File: config.mk
export PLATFORM = sky130hd
export DESIGN_NAME = seg14_msg_sched
export DESIGN_NICKNAME = d
export VERILOG_FILES = /design/src/rtl/seg14_pkg.sv /design/src/rtl/seg14_font.sv /design/src/rtl/seg14_msg_sched.sv
export SDC_FILE = /design/constraint.sdc
export NUM_CORES = 1
export LEC_CHECK = 0
export ABC_AREA = 1
export CORE_MARGIN = 1
export CORE_UTILIZATION = 66
export CTS_CLUSTER_SIZE = 28
export DETAILED_ROUTE_END_ITERATION = 8
export PLACE_DENSITY = 0.86
export SETUP_SLACK_MARGIN = 0.4
export SYNTH_ARGS = -nofsm -noshare
export SYNTH_HDL_FRONTEND = slang
export SYNTH_HIERARCHICAL = 1
export SYNTH_SLANG_ARGS = --single-unit
File: constraint.sdc
create_clock -name clk -period 9.45 [get_ports clk]
set_input_delay 0.945 -clock clk [delete_from_list [all_inputs] [get_ports clk]]
set_output_delay 0.945 -clock clk [all_outputs]
set_load 0.005 [all_outputs]
File: src/rtl/seg14_pkg.sv
// rtl/seg14_pkg.sv - shared state type, character codes and font constants for the 14-segment scheduler
package seg14_pkg;

   typedef enum logic [1:0] {IDLE = 2'd0, SHOW = 2'd1, SCROLL = 2'd2} state_t;

   localparam logic [5:0] CH_SPACE = 6'd0;
   localparam logic [5:0] CH_A     = 6'd1;
   localparam logic [5:0] CH_E     = 6'd5;
   localparam logic [5:0] CH_P     = 6'd16;
   localparam logic [5:0] CH_S     = 6'd19;
   localparam logic [5:0] CH_T     = 6'd20;
   localparam logic [5:0] CH_Z     = 6'd26;
   localparam logic [5:0] CH_0     = 6'd27;
   localparam logic [5:0] CH_9     = 6'd36;

   // Segment order MSB..LSB: a b c d e f g1 g2 h i j k l m
   localparam logic [13:0] FONT_SPACE = 14'b00000000000000;
   localparam logic [13:0] FONT_A     = 14'b11101111000000;
   localparam logic [13:0] FONT_E     = 14'b10011110000000;
   localparam logic [13:0] FONT_P     = 14'b11001111000000;
   localparam logic [13:0] FONT_S     = 14'b10110111000000;
   localparam logic [13:0] FONT_T     = 14'b10000000010010;

endpackage

File: src/rtl/seg14_font.sv
// rtl/seg14_font.sv - 6-bit character code to 14-segment pattern ROM
module seg14_font
   import seg14_pkg::*;
(
   input  logic [5:0]  i_code,
   output logic [13:0] o_seg
);

   always_comb begin
      o_seg = FONT_SPACE;
      case (i_code)
         CH_A:  o_seg = FONT_A;
         6'd2:  o_seg = 14'b11110001010010;
         6'd3:  o_seg = 14'b10011100000000;
         6'd4:  o_seg = 14'b11110000010010;
         CH_E:  o_seg = FONT_E;
         6'd6:  o_seg = 14'b10001110000000;
         6'd7:  o_seg = 14'b10111101000000;
         6'd8:  o_seg = 14'b01101111000000;
         6'd9:  o_seg = 14'b10010000010010;
         6'd10: o_seg = 14'b01111000000000;
         6'd11: o_seg = 14'b00001110001100;
         6'd12: o_seg = 14'b00011100000000;
         6'd13: o_seg = 14'b01101100101000;
         6'd14: o_seg = 14'b01101100100100;
         6'd15: o_seg = 14'b11111100000000;
         CH_P:  o_seg = FONT_P;
         6'd17: o_seg = 14'b11111100000100;
         6'd18: o_seg = 14'b11001111000100;
         CH_S:  o_seg = FONT_S;
         CH_T:  o_seg = FONT_T;
         6'd21: o_seg = 14'b01111100000000;
         6'd22: o_seg = 14'b00001100001001;
         6'd23: o_seg = 14'b01101100000101;
         6'd24: o_seg = 14'b00000000101101;
         6'd25: o_seg = 14'b00000000101010;
         CH_Z:  o_seg = 14'b10010000001001;
         CH_0:  o_seg = 14'b11111100001001;
         6'd28: o_seg = 14'b01100000000000;
         6'd29: o_seg = 14'b11011011000000;
         6'd30: o_seg = 14'b11110011000000;
         6'd31: o_seg = 14'b01100111000000;
         6'd32: o_seg = 14'b10110111000000;
         6'd33: o_seg = 14'b10111111000000;
         6'd34: o_seg = 14'b11100000000000;
         6'd35: o_seg = 14'b11111111000000;
         CH_9:  o_seg = 14'b11110111000000;
         default: o_seg = FONT_SPACE;
      endcase
   end

endmodule

File: src/rtl/seg14_msg_sched.sv
// rtl/seg14_msg_sched.sv - message buffer, refresh prescaler and static/scroll scheduler for a multiplexed 14-segment display
module seg14_msg_sched
   import seg14_pkg::*;
#(
   parameter int DIGITS        = 12,
   parameter int MSG_DEPTH     = 32,
   parameter int REFRESH_DIV   = 1000,
   parameter int SCROLL_FRAMES = 50
) (
   input  logic              clk,
   input  logic              rst,
   input  logic              wr_valid,
   output logic              wr_ready,
   input  logic [4:0]        wr_addr,
   input  logic [5:0]        wr_char,
   input  logic [5:0]        msg_len,
   input  logic              scroll_en,
   input  logic              start,
   input  logic              stop,
   output logic              busy,
   output logic [DIGITS-1:0] sel,
   output logic [13:0]       segm
);

   localparam int PW = (REFRESH_DIV > 1)   ? $clog2(REFRESH_DIV)   : 1;
   localparam int IW = (DIGITS > 1)        ? $clog2(DIGITS)        : 1;
   localparam int FW = (SCROLL_FRAMES > 1) ? $clog2(SCROLL_FRAMES) : 1;

   state_t            r_state, w_next;
   logic [PW-1:0]     r_presc;
   logic [IW-1:0]     r_idx;
   logic [FW-1:0]     r_frame;
   logic [5:0]        r_offset, r_len;
   logic [5:0]        r_buf [0:MSG_DEPTH-1];
   logic [DIGITS-1:0] r_sel;
   logic [13:0]       r_segm;

   logic              w_idle, w_start_ok, w_presc_tc, w_idx_last, w_frame_tc, w_active;
   logic [5:0]        w_p, w_rd_addr, w_char;
   logic [13:0]       w_seg;
   logic              w_unused;

   assign w_idle     = (r_state == IDLE);
   assign w_start_ok = start && (msg_len != 6'd0) && ({1'b0, msg_len} <= 7'(MSG_DEPTH));
   assign w_presc_tc = (r_presc == PW'(REFRESH_DIV - 1));
   assign w_idx_last = (r_idx == IW'(DIGITS - 1));
   assign w_frame_tc = (r_frame == FW'(SCROLL_FRAMES - 1));
   assign w_active   = !w_idle && !stop;

   always_ff @(posedge clk) begin
      if (rst) r_state <= IDLE;
      else     r_state <= w_next;
   end

   always_comb begin
      w_next = r_state;
      case (r_state)
         IDLE: begin
            if (w_start_ok)
               w_next = (scroll_en && msg_len > 6'(DIGITS)) ? SCROLL : SHOW;
         end
         default: begin
            if (stop) w_next = IDLE;
         end
      endcase
   end

   // Writes are only possible in IDLE, so the combinational read never races them.
   always_ff @(posedge clk) begin
      if (wr_valid && w_idle) r_buf[wr_addr] <= wr_char;
   end

   always_ff @(posedge clk) begin
      if (rst) begin
         r_presc  <= '0;
         r_idx    <= '0;
         r_frame  <= '0;
         r_offset <= '0;
         r_len    <= '0;
      end else if (w_idle) begin
         if (w_start_ok) begin
            r_presc  <= '0;
            r_idx    <= '0;
            r_frame  <= '0;
            r_offset <= '0;
            r_len    <= msg_len;
         end
      end else if (!stop) begin
         if (w_presc_tc) begin
            r_presc <= '0;
            r_idx   <= w_idx_last ? '0 : r_idx + 1'b1;
            if (w_idx_last && r_state == SCROLL) begin
               if (w_frame_tc) begin
                  r_frame  <= '0;
                  r_offset <= (r_offset + 6'd1 == r_len) ? 6'd0 : r_offset + 6'd1;
               end else begin
                  r_frame <= r_frame + 1'b1;
               end
            end
         end else begin
            r_presc <= r_presc + 1'b1;
         end
      end
   end

   // offset < len and idx < len, so one conditional subtract wraps the scroll position.
   assign w_p       = r_offset + 6'(r_idx);
   assign w_rd_addr = (r_state == SCROLL) ? ((w_p >= r_len) ? w_p - r_len : w_p) : 6'(r_idx);
   assign w_char    = (r_state == SCROLL || 6'(r_idx) < r_len) ? r_buf[w_rd_addr[4:0]] : CH_SPACE;
   assign w_unused  = w_rd_addr[5];

   seg14_font u_font (
      .i_code (w_char),
      .o_seg  (w_seg)
   );

   always_ff @(posedge clk) begin
      if (rst || !w_active) begin
         r_sel  <= '0;
         r_segm <= '0;
      end else begin
         r_sel  <= DIGITS'(1) << r_idx;
         r_segm <= w_seg;
      end
   end

   assign sel      = r_sel;
   assign segm     = r_segm;
   assign busy     = !w_idle;
   assign wr_ready = w_idle;

endmodule

# After elaboration in Yosys (flattened, before gate mapping)
# Memory sizes are Yosys's and may differ from the RTL's. A register that Yosys moved wholly into a read port is not among the register bits.
# Cells that the tools add are included.
# W data, S select, Z words.
[word_totals]
wordCells = 80
mem_bits_ro = 896
in_bits = 23
memories = 2
output_inout_bits = 28
mem_bits_rw = 192
register_bits = 46
[mem_list]
columns = ["name", "depth", "word_bits", "rd", "rd_ports_with_merged_regs", "wr", "line_no", "source"]
rows = [
  ["(name not given)", 64, 14, 1, 1, 0, "seg14_font.sv:11", "case (i_code)"],
  ["r_buf", 32, 6, 1, 0, 1, "seg14_msg_sched.sv:34", "logic [5:0] r_buf [0:MSG_DEPTH-1];"],
]
[classes]
muxes = 30
n_addsub = 6
order_cmp = 4
shift = 1
reduce_logical = 23
eq_ne = 7
[ops]
columns = ["operator", "n"]
rows = [
  ["$mux W6", 13],
  ["$mux W10", 4],
  ["$mux W4", 5],
  ["$add A6 B1 Y6 const B", 2],
  ["$shl A1 B4 Y12 const A", 1],
  ["$add A10 B1 Y10 const B", 1],
  ["$eq A10 B10 Y1 const B", 1],
  ["$mux W5", 2],
  ["$mux W2", 4],
  ["$reduce_bool A2 Y1", 4],
  ["$add A6 B4 Y6", 1],
  ["$eq A6 B6 Y1", 1],
  ["$eq A6 B6 Y1 const B", 1],
  ["$ge A6 B6 Y1", 1],
  ["$gt A6 B4 Y1 const B", 1],
  ["$le A6 B6 Y1 const B", 1],
  ["$logic_and A1 B1 Y1", 6],
  ["$lt A4 B6 Y1", 1],
  ["$reduce_and A2 Y1", 3],
  ["$reduce_bool A6 Y1", 1],
  ["$reduce_and A5 Y1", 1],
  ["$sub A5 B5 Y5", 1],
  ["$add A4 B1 Y4 const B", 1],
  ["$eq A4 B4 Y1 const B", 1],
  ["8 further kinds", 13],
]

# Logic depth before layout (Yosys ltp)
[depth]
depth_word = 8
ltp_mapped = 35
depth_no_buf = 33

# Modules after synthesis
# The synthesis kept the hierarchy.
[modules_own_cells]
columns = ["module", "instances", "area_each_um2", "seq_area_each_um2", "cells_each"]
rows = [
  ["seg14_msg_sched", 1, 11232.0, 6966.7, 1097],
  ["seg14_font", 1, 730.7, 0.0, 132],
]

# Worst setup path before layout
# No wires, ideal clock.
[synth_path]
kind = "register to register"
startpoint = "reg r_offset[0]"
endpoint = "reg r_segm[11] (netlist: segm[11])"
setup_time_ns = 0.127
path_buffers = 2
period_less_slack_ns = 4.611
stages_incl_launch_ff = 35
arrival_ns = 4.485
path_slack_ns = 4.839
required_time_ns = 9.323
cell_sequence = "dfxtp_1 ha_1 inv_1 fa_1 o21ai_0 xor2_1 ha_1 nand2_1 inv_1 nand2_1 nand3_4 nand2_2 nand3_4 nand2_2 buf_6 buf_6 nand2_1 nand3_1 nand3_1 nand3_1 nand2_1 nand2_1 nand2_1 nor2_1 inv_1 ha_1 inv_1 nand2_1 nand2_1 nand2_1 nand3_1 nand2_1 nand2_1 inv_1 nor2_1"
[synth_via]
elab_chain_cells = 6
elab_cells_between_ends = 7
classes_between = "2 x add/sub; 1 x order compare; 3 x mux; 1 x memory"
[synth_lines]
columns = ["item", "line_no", "source"]
rows = [
  ["from (decl)", "seg14_msg_sched.sv:33", "logic [5:0] r_offset, r_len;"],
  ["from (signal assigned)", "seg14_msg_sched.sv:95", "r_offset <= (r_offset + 6'd1 == r_len) ? 6'd0 : r_offset + 6'd1;"],
  ["$add A6 B4 Y6 (*)", "seg14_msg_sched.sv:107", "assign w_p = r_offset + 6'(r_idx);"],
  ["$sub A5 B5 Y5 / $ge A6 B6 Y1 (equally long branches)", "seg14_msg_sched.sv:108", "assign w_rd_addr = (r_state == SCROLL) ? ((w_p >= r_len) ? w_p - r_len : w_p) : 6'(r_idx);"],
  ["$mux W5 (*) (2 in a row)", "seg14_msg_sched.sv:108", ""],
  ["$mem_v2 Z32 W6 (*)", "n/a", ""],
  ["$mux W6 (*)", "seg14_msg_sched.sv:109", "assign w_char = (r_state == SCROLL || 6'(r_idx) < r_len) ? r_buf[w_rd_addr[4:0]] : CH_SPACE;"],
  ["named net w_char[0]", "seg14_msg_sched.sv:39", "logic [5:0] w_p, w_rd_addr, w_char;"],
  ["to (decl)", "seg14_msg_sched.sv:36", "logic [13:0] r_segm;"],
]
# Mark *: on every way through the listed nets, which the timed path passes. The rest lies on a longest branch.
# A chain may end at the register's enable or synchronous reset.

# Final worst setup path
[layout_path]
startpoint = "reg r_idx[2]"
endpoint = "reg r_segm[11] (netlist: segm[11])"
[layout_via]
elab_chain_cells = 6
elab_cells_between_ends = 9
classes_between = "2 x add/sub; 2 x order compare; 3 x mux; 1 x reduce/logical; 1 x memory"
[layout_lines]
columns = ["item", "line_no", "source"]
rows = [
  ["from (decl)", "seg14_msg_sched.sv:31", "logic [IW-1:0] r_idx;"],
  ["from (signal assigned)", "seg14_msg_sched.sv:91", "r_idx <= w_idx_last ? '0 : r_idx + 1'b1;"],
  ["$add A6 B4 Y6", "seg14_msg_sched.sv:107", ""],
  ["$sub A5 B5 Y5 / $ge A6 B6 Y1 (equally long branches)", "seg14_msg_sched.sv:108", ""],
  ["$mux W5 (2 in a row)", "seg14_msg_sched.sv:108", ""],
  ["$mem_v2 Z32 W6", "n/a", ""],
  ["$mux W6 (*)", "seg14_msg_sched.sv:109", ""],
  ["named net w_char[0]", "seg14_msg_sched.sv:39", ""],
]
# Marks and branches as above.

==> metrics.md <==
| Metric | Value |
|---|---|
| Routed len/inst | 18.3 microns |
| DR DRC count | 0 |
| Netlist Area Pre-Place | 12000 sq um |
| First-pass GRT wire length | 43700 microns |
| Final hold vios | 0 |
| Register area share after synthesis | 58.2% |
| Hpwl dp | 16700 microns |
| Total wire length | 27600 microns |
| CP max FO | 49 |
| Synth warnings | 6 |
| Antenna fix cells | 0 |
| Hold Slack | 0.468 ns |
| Setup Skew | 0.0224 ns |
| Status | complete, no violations |
| IO Count | 51 |
| Cell Int Power | 1860 uW |
| WHS Endpoint | r_len[5] |
| Starting Density | 68.4% |
| Commonest non-fill, non-tap cell in the layout | nand3_1 |
| Clk sinks | 252 |
| Net switching power | 773 uW |
| Synth-to-Final Area Change | 10.9% |
| Net Sw Frac | 29.3% |
| Root Buffer Master | clkbuf_16 |
| Routed vias | 9298 |
| Hold Path Cell Cnt | 2 |
| Worst min path class | reg2reg |
| Most frequent CP cell | nand2_1 |
| R2R Path End | segm[11] |
| CTS tree | yes |
| Pleak | 0.00507 uW |
| Top FF cell, synth | edfxtp_1 |
| Detailed Route Iter0 Violations | 1361 |
| Mapped Nets | 1282 |
| Most frequent cells in the layout | 280 x nand3_1, 227 x nand2_1, 192 x edfxtp_1 |
| Reg power frac | 45.9% |
| Synth area leaders | edfxtp_1 48%, nand3_1 12%, dfxtp_1 10%, nand2_1 7.2%, inv_1 3.2% |
| Layout cells sized above 1 | 6.80% |
| GRT Util Overall | 30.7% |
| Mapped Cells | 1229 |
| Drt pass-1 iters | 6 |
| Yosys top cell area share | 48.2% |
| Setup violators final | 0 |
| H-Tree Level Count | 1 |
| Setup TNS | 0 ns |
| Final nets | 1314 |
| CP startpoint kind | register |
| GR Overflow Total | 0 |
| Worst VDD drop | 0.000156 V |
| Hold buffer count at cts | 0 |
| Vias in the first global route | 8581 |
| Required @ worst endpoint | 9.92 ns |
| CTS clock-pin slew for the worst setup and hold paths | 0.06 ns |
| CP endpoint kind | register |
| Cell family with most CP delay | simple AND/OR/NAND/NOR gates |
| Worst skew pair latency | 0.56 ns |
| Combinational power share | 18.6% |
| Crit path kind | reg2reg |
| Buf/Inv on CP | 6 |
| CTS buffer count | 26 |
| Synth area leader | edfxtp_1 |
| Post-synthesis area per instance | 9.73 sq um |
| Die outline width | 137 microns |
| Resize count post-CTS | 0 |
| Post-synth ARST share | 0% |
| P per Cell Area | 199 nW/um^2 |
| Row Count | 48 |
| Max Fclk | 0.158 GHz |
| Unique masters post-synth | 50 |
| Largest net degree at the start of global routing | 87 |
| Fin. max-slew vios | 0 |
| Core ar. | 17500 sq um |
| Max Buffers Root-to-Sink | 3 |
| I/O Buffers | 50 |
| Die Y | 137 microns |
| Final worst path period need | 6.34 ns |
| Worst EP arrival | 6.81 ns |
| R2R Path Start | r_idx[2] |
| Hold path start | r_len[5] |
| Via-to-Cell Ratio | 6.18 |
| Total die area | 18700 sq um |
| Post-synth EDFFs | 192 |
| Setup Fix Bufs, Post-CTS | 0 |
| RSZ-0062 raised after global routing | false |
| Worst-margin pin slew | 1.17 ns |
| Clock power frac | 35.5% |
| Max stage delay on crit path | 0.69 ns |
| R2R depth | 34 |
| GP Congestion | 0.955 |
| Final period utilization | 67.1% |
| Critical path's slowest cell | nor2_1 |
| Routed Antenna Nets | 0 |
| Synth Register Bits | 252 |
| Initial antenna violation count | 0 |
| Slew HR | 22.1% |
| Worst reg-to-reg setup slack | 3.11 ns |
| Maximum capacitance violations | 0 |
==> area by class of cell <==
type,count,area [sq um]
timing repair buffer,61,596
sequential,252,6970
clock inverter,15,110
clock buffer,31,669
tap,225,282
multi-input combinational,811,4230
inverter,109,409
fill,1122,4220
==> worst min-delay path: stages (launching register included) <==
cell and delay [ns]:
dfxtp_1 0.31, nand2_1 0.06, a21oi_1 0.05
==> flip-flops by register name, indices dropped and copies added, names as in the netlist <==
signal	count
r_buf	192
segm	14
sel	12
r_presc	10
r_frame	6
r_len	6
r_offset	6
r_idx	4
r_state	2
==> metrics by stage <==
stage / utilization (%) / setup slack [ns] / power, uW / area, sq um / std cells
after global placement: 71.4 / 3.51 / 1700 / 12500 / 1458
after floorplan: - / 4.84 / 1600 / 12000 / 1229
after detailed placement: 71.4 / 3.30 / 1710 / 12500 / 1458
after CTS: 75.9 / 3.17 / 2630 / 13300 / 1504
final: 75.9 / 3.11 / 2640 / 13300 / 1504
after global routing: 75.9 / 2.56 / 2730 / 13300 / 1504
==> power groups by stage <==
| stage | clock, uW | sequential, uW | combinational, uW |
|---|---|---|---|
| 3_5_place_dp | 0 | 1230 | 476 |
| 3_3_place_gp | 0 | 1230 | 471 |
| 2_1_floorplan | 0 | 1230 | 369 |
| 4_1_cts | 938 | 1210 | 482 |
| 6_report | 937 | 1210 | 489 |
| 5_1_grt | 975 | 1210 | 539 |
==> Yosys cell counts, drive strengths merged, types with 5 or more instances <==
library cell	count
nor3	19
inv	108
nor2	101
a21oi	41
xor2	14
dfxtp	60
nand3	285
o211ai	5
nand3b	11
clkbuf	14
a211oi	6
nand2	239
o21ai	23
edfxtp	192
ha	28
buf	43
nand4	10
==> worst max-delay path by stage <==
stage | startpoint | end | slack (ns) | cells past startpoint
after detailed placement | r_idx[2] | segm[11] | 3.30 | 34
after global routing | r_idx[2] | segm[11] | 2.56 | 34
after CTS | r_idx[2] | segm[11] | 3.17 | 34
final | r_idx[2] | segm[11] | 3.11 | 34
after floorplan | r_offset[0] | segm[11] | 4.84 | 34
after global placement | r_idx[2] | segm[13] | 3.51 | 28
==> cells by family (layout without fill, tap and decap cells) <==
kind of cell / count (synthesis) / after routing / synth area share [%]
flops: 252 / 252 / 58.2
simple gates: 676 / 676 / 26.4
compound gates: 87 / 87 / 4.32
buf+inv: 166 / 216 / 6.43
fa+ha+maj: 30 / 30 / 3.26
xor+xnor: 18 / 18 / 1.32
==> per-layer routing <==
| metal | part of all wire (%) | global-route usage (%) |
|---|---|---|
| met1 | 40 | 42.8 |
| met2 | 47 | 47.9 |
| met3 | 9.6 | 5.11 |
| met4 | 3.6 | 12.6 |
| met5 | 0 | 0 |
(Power assumes the default switching activity.)
